--- src/rtl/serial_bit_source.sv ---
// Parallel-to-serial bit source: one-word holding buffer in front of a shifter,
// streaming WIDTH-bit words gap-free onto x with a valid/done qualifier.
module serial_bit_source #(
    parameter int unsigned WIDTH      = 8,
    parameter bit          MSB_FIRST  = 1'b1,
    parameter logic        IDLE_LEVEL = 1'b0
) (
    input  logic             clk,
    input  logic             clr,
    input  logic [WIDTH-1:0] din,
    input  logic             load,
    input  logic             abort,
    output logic             ready,
    output logic             x,
    output logic             x_valid,
    output logic             busy,
    output logic             done
);

    localparam int unsigned CW   = (WIDTH > 1) ? $clog2(WIDTH) : 1;
    localparam logic [CW-1:0] LAST = CW'(WIDTH - 1);

    typedef enum logic {
        IDLE,
        SHIFT
    } state_t;

    state_t           state;
    logic [WIDTH-1:0] hold_reg;
    logic             hold_full;
    logic [WIDTH-1:0] shift_reg;
    logic [CW-1:0]    cnt;

    // Bit number i of a word in transmission order.
    function automatic logic pick(input logic [WIDTH-1:0] w, input logic [CW-1:0] i);
        if (MSB_FIRST)
            return w[LAST - i];
        else
            return w[i];
    endfunction

    // ready mirrors !hold_full, so accept and drain can never coincide.
    always_ff @(posedge clk or posedge clr) begin
        if (clr) begin
            state     <= IDLE;
            hold_reg  <= '0;
            hold_full <= 1'b0;
            shift_reg <= '0;
            cnt       <= '0;
            ready     <= 1'b1;
            x         <= IDLE_LEVEL;
            x_valid   <= 1'b0;
            done      <= 1'b0;
        end else if (abort) begin
            state     <= IDLE;
            hold_full <= 1'b0;
            cnt       <= '0;
            ready     <= 1'b1;
            x         <= IDLE_LEVEL;
            x_valid   <= 1'b0;
            done      <= 1'b0;
        end else begin
            if (load && ready) begin
                hold_reg  <= din;
                hold_full <= 1'b1;
                ready     <= 1'b0;
            end
            case (state)
                IDLE: begin
                    x       <= IDLE_LEVEL;
                    x_valid <= 1'b0;
                    done    <= 1'b0;
                    if (hold_full) begin
                        state     <= SHIFT;
                        shift_reg <= hold_reg;
                        hold_full <= 1'b0;
                        ready     <= 1'b1;
                        cnt       <= '0;
                        x         <= pick(hold_reg, '0);
                        x_valid   <= 1'b1;
                    end
                end
                SHIFT: begin
                    if (cnt != LAST) begin
                        cnt  <= cnt + CW'(1);
                        x    <= pick(shift_reg, cnt + CW'(1));
                        done <= ((cnt + CW'(1)) == LAST);
                    end else if (hold_full) begin
                        // Next word follows immediately with no idle cycle.
                        shift_reg <= hold_reg;
                        hold_full <= 1'b0;
                        ready     <= 1'b1;
                        cnt       <= '0;
                        x         <= pick(hold_reg, '0);
                        done      <= 1'b0;
                    end else begin
                        state   <= IDLE;
                        cnt     <= '0;
                        x       <= IDLE_LEVEL;
                        x_valid <= 1'b0;
                        done    <= 1'b0;
                    end
                end
                default: state <= IDLE;
            endcase
        end
    end

    assign busy = x_valid;

endmodule
--- config.mk ---
export PLATFORM = sky130hd
export DESIGN_NAME = serial_bit_source
export DESIGN_NICKNAME = d
export VERILOG_FILES = /design/src/rtl/serial_bit_source.sv
export SDC_FILE = /design/constraint.sdc
export NUM_CORES = 1
export LEC_CHECK = 0
export ABC_AREA = 1
export CORE_ASPECT_RATIO = 1.2
export CORE_UTILIZATION = 45
export DETAILED_ROUTE_END_ITERATION = 7
export GPL_ROUTABILITY_DRIVEN = 0
export MAX_ROUTING_LAYER = met4
export PLACE_DENSITY = 0.68
export SYNTH_ARGS = -nofsm -noshare
export SYNTH_HDL_FRONTEND = slang
export SYNTH_SLANG_ARGS = --single-unit
export TNS_END_PERCENT = 1
--- constraint.sdc ---
create_clock -name clk -period 2.3 [get_ports clk]
set_clock_uncertainty 0.15 [all_clocks]
set_input_delay 0.46 -clock clk [delete_from_list [all_inputs] [get_ports clk]]
set_output_delay 0.46 -clock clk [all_outputs]
set_load 0.01 [all_outputs]
==> impl_metrics.tcl <==
set metrics [dict create \
    outcome "finished clean" \
    grt_start_max_net_pins 17 \
    synth_async_sr_flop_share 1.00 \
    worst_path_max_delay_cell "dfstp_2" \
    post_synth_fa_ha_maj_area_fraction 0.0444 \
    netlist-cell-type-count 21 \
    synth-warning-count 0 \
    synth_seq_area_share 0.556 \
    first_global_vias 817 \
    grt_resource_usage_total 0.181 \
    cp_top_family "flip-flops" \
    p_leak_nw 0.622 \
    worst_ep_required_time_ns 1.69 \
    route.top_layer_used "met4" \
    synth_most_common_cell "dfrtp_1" \
    die_height_um 56.8 \
    endpoint_kind "output port" \
    grt_setup_unrepaired "false" \
    grt_pass1_wl_mm 3.43 \
    timing.final.max_slew_violations 0 \
    globalRoute.totalOverflow 0 \
    number_of_standard_cells_after_synthesis 114 \
    post_synth_instance_area_sq_um 1130 \
    synth_largest_area_cell "dfrtp_1" \
    synth_xor_xnor_area_share 0 \
    main_combinational_cell_family_by_area_after_synthesis "simple AND/OR/NAND/NOR gates" \
    placed_area_sq_um 1320 \
    final_layout_size_suffix_gt1_frac 0.113 \
    number_of_maximum_capacitance_constraint_violations 0 \
    design.die.area_sq_um 2710 \
    fin_setup_tns_ns 0 \
    cts-buffers-inserted 3 \
    synth_cell_count_leaders "dfrtp_1, nand2_1, inv_1" \
    clock.fmax_ghz 0.486 \
    buffer_ports.inserted 16 \
    chipWidth_um 47.7 \
    setup_repair_bufs_after_cts 0 \
    hold_viol 0 \
    path_buf_inv 1 \
    dr_wl_met2_um 906 \
    cts_htree_levels 1 \
    timing.critical_path.arrival_ns 1.45 \
    insertion_delay_ns 0.31 \
    sinks_on_the_clock_net 25 \
    crit_path_cell_trace "clkdlybuf4s50_1" \
    num_antenna_cells 0 \
    synthSimpleGateAreaFrac 0.171 \
    floorplan.io_pins 17 \
    post_cts_hold_buffer_count 0 \
    ys_dominant_reg_cell "dfrtp_1" \
    timing.critical_path.from_type "flip-flop" \
    slew_headroom 0.742 \
    grt_antenna_before_repair 0 \
    synth_area_per_cell_sq_um 9.89 \
    core_area_sq_um 2330 \
    clkSlewWorstSetupHoldPaths_ns 0.12 \
    num_rows 19 \
    power.density_nw_per_um2 720 \
    remaining_drcs 0 \
    area_growth_from_synthesis_to_final_layout_pct 19.0 \
    cts_repair_resize_count 0 \
    met3RoutedLength_um 69 \
    detail_route.wirelength_mm 1.81 \
    dp.final_hpwl_mm 1.39 \
    ys_seq_elements 25 \
    setup_viol 0 \
    compound_gate_fraction_of_synth_area 0.0821 \
    synth.top_cell.area_share 0.533 \
    wl_met1_um 822 \
    nFillCells 222 \
    post-route-min-period_ns 2.06 \
    critPathMaxStageDelay_ns 0.60 \
    synth_enable_flop_cells 0 \
    route.detailed.wl_per_inst_um 11.0 \
    via_cell_ratio 4.71 \
    class_of_the_tightest_hold_or_removal_check "in2async" \
    postRouteAntennaNets 0 \
    netlist_top_cells_area "dfrtp_1, nand2_1, mux2_2" \
    drt_first_iter_violations 17 \
    ctsLongestPathBuffers 2 \
    root_buffer_master "clkbuf_4" \
    first_pass_iters 4 \
    layout.nets 150 \
    setup.worst_path.class "reg2out" \
    num_vias 772 \
    post-route-period-util 0.895 \
    synth_fp_nets 130 \
    initial_utilization 0.484 \
    crit_path_max_fanout 4 \
    stdcell_area_sq_um 1340 \
    ir_worst_vdd_uv 434 \
    tightestPinTransition_ns 0.387 \
    post_synth_mux_area_share 0.0699 \
    cts_tree "yes" \
]
layout make-up:
class / count / area (sq um) / area share
Inverter: 18 / 67.6 / 0.0504
Multi-Input combinational cell: 69 / 414 / 0.309
Clock buffer: 4 / 26.3 / 0.0196
Timing Repair Buffer: 17 / 168 / 0.125
Tap cell: 31 / 38.8 / 0.0289
Sequential cell: 25 / 627 / 0.467
final timing paths:
check                           depth (start not counted)  slack, ns            to   start
min in group clk                                        1       0.33          busy   state
worst min-delay path                                    2       0.26     hold_full     clr
max in group asynchronous                               3       1.21   hold_reg[4]     clr
worst min register to register                          1       0.33          busy   state
worst max register to register                          8       0.51  shift_reg[7]  cnt[0]
worst max-delay path                                    1       0.24         ready   ready
power breakdown:
part,leakage (nW),total [mW],switching [mW],internal [mW]
registers,0.311,0.569,0.0386,0.530
clock network,0.0150,0.188,0.120,0.0677
logic,0.297,0.209,0.109,0.0998
total,0.622,0.966,0.268,0.698
cells by family after synthesis:
kind of cell	Yosys count
compound gates	16
fa+ha+maj	4
buf+inv	20
flops	25
mux	7
simple gates	42
through the flow:
step                      worst slack, ns  total power [mW]  hold WS (ns)  utilization  cells
final                               0.241             0.966         0.259        0.576    164
after global routing                0.172              1.04         0.283        0.576    164
after CTS                           0.215             0.981         0.258        0.576    164
after detailed placement            0.343             0.790         0.313        0.564    160
after global placement              0.378             0.777         0.312        0.564    160
after floorplan                     0.712             0.719         0.294            -    114
layout by cell type, fill, tap and decap left out, types with 2 or more instances in the layout:
cell type | netlist | layout
mux2_2 | 7 | 7
nand2_1 | 23 | 23
dfrtp_1 | 24 | 24
o21ai_0 | 9 | 9
inv_1 | 17 | 17
clkbuf_4 | 0 | 3
nand3_1 | 5 | 5
ha_1 | 4 | 4
nor2_1 | 10 | 10
clkdlybuf4s50_1 | 0 | 16
nand3b_1 | 2 | 2
a21oi_1 | 2 | 2
worst reg2reg max path, cell delays in order, from the launching register on:
cell	delay (ns)
dfrtp_1	0.49
ha_1	0.22
ha_1	0.14
inv_1	0.05
nand2_1	0.07
nand2_1	0.10
nor2_4	0.26
nand2_1	0.13
o21ai_0	0.10
per-layer routing:
metal  GRT usage  up-vias
met5           -        -
met4      0.0794        0
met3      0.0418        2
met2       0.270       16
met1       0.227      356
li1            -      398
Power figures use the tool's default switching activity.
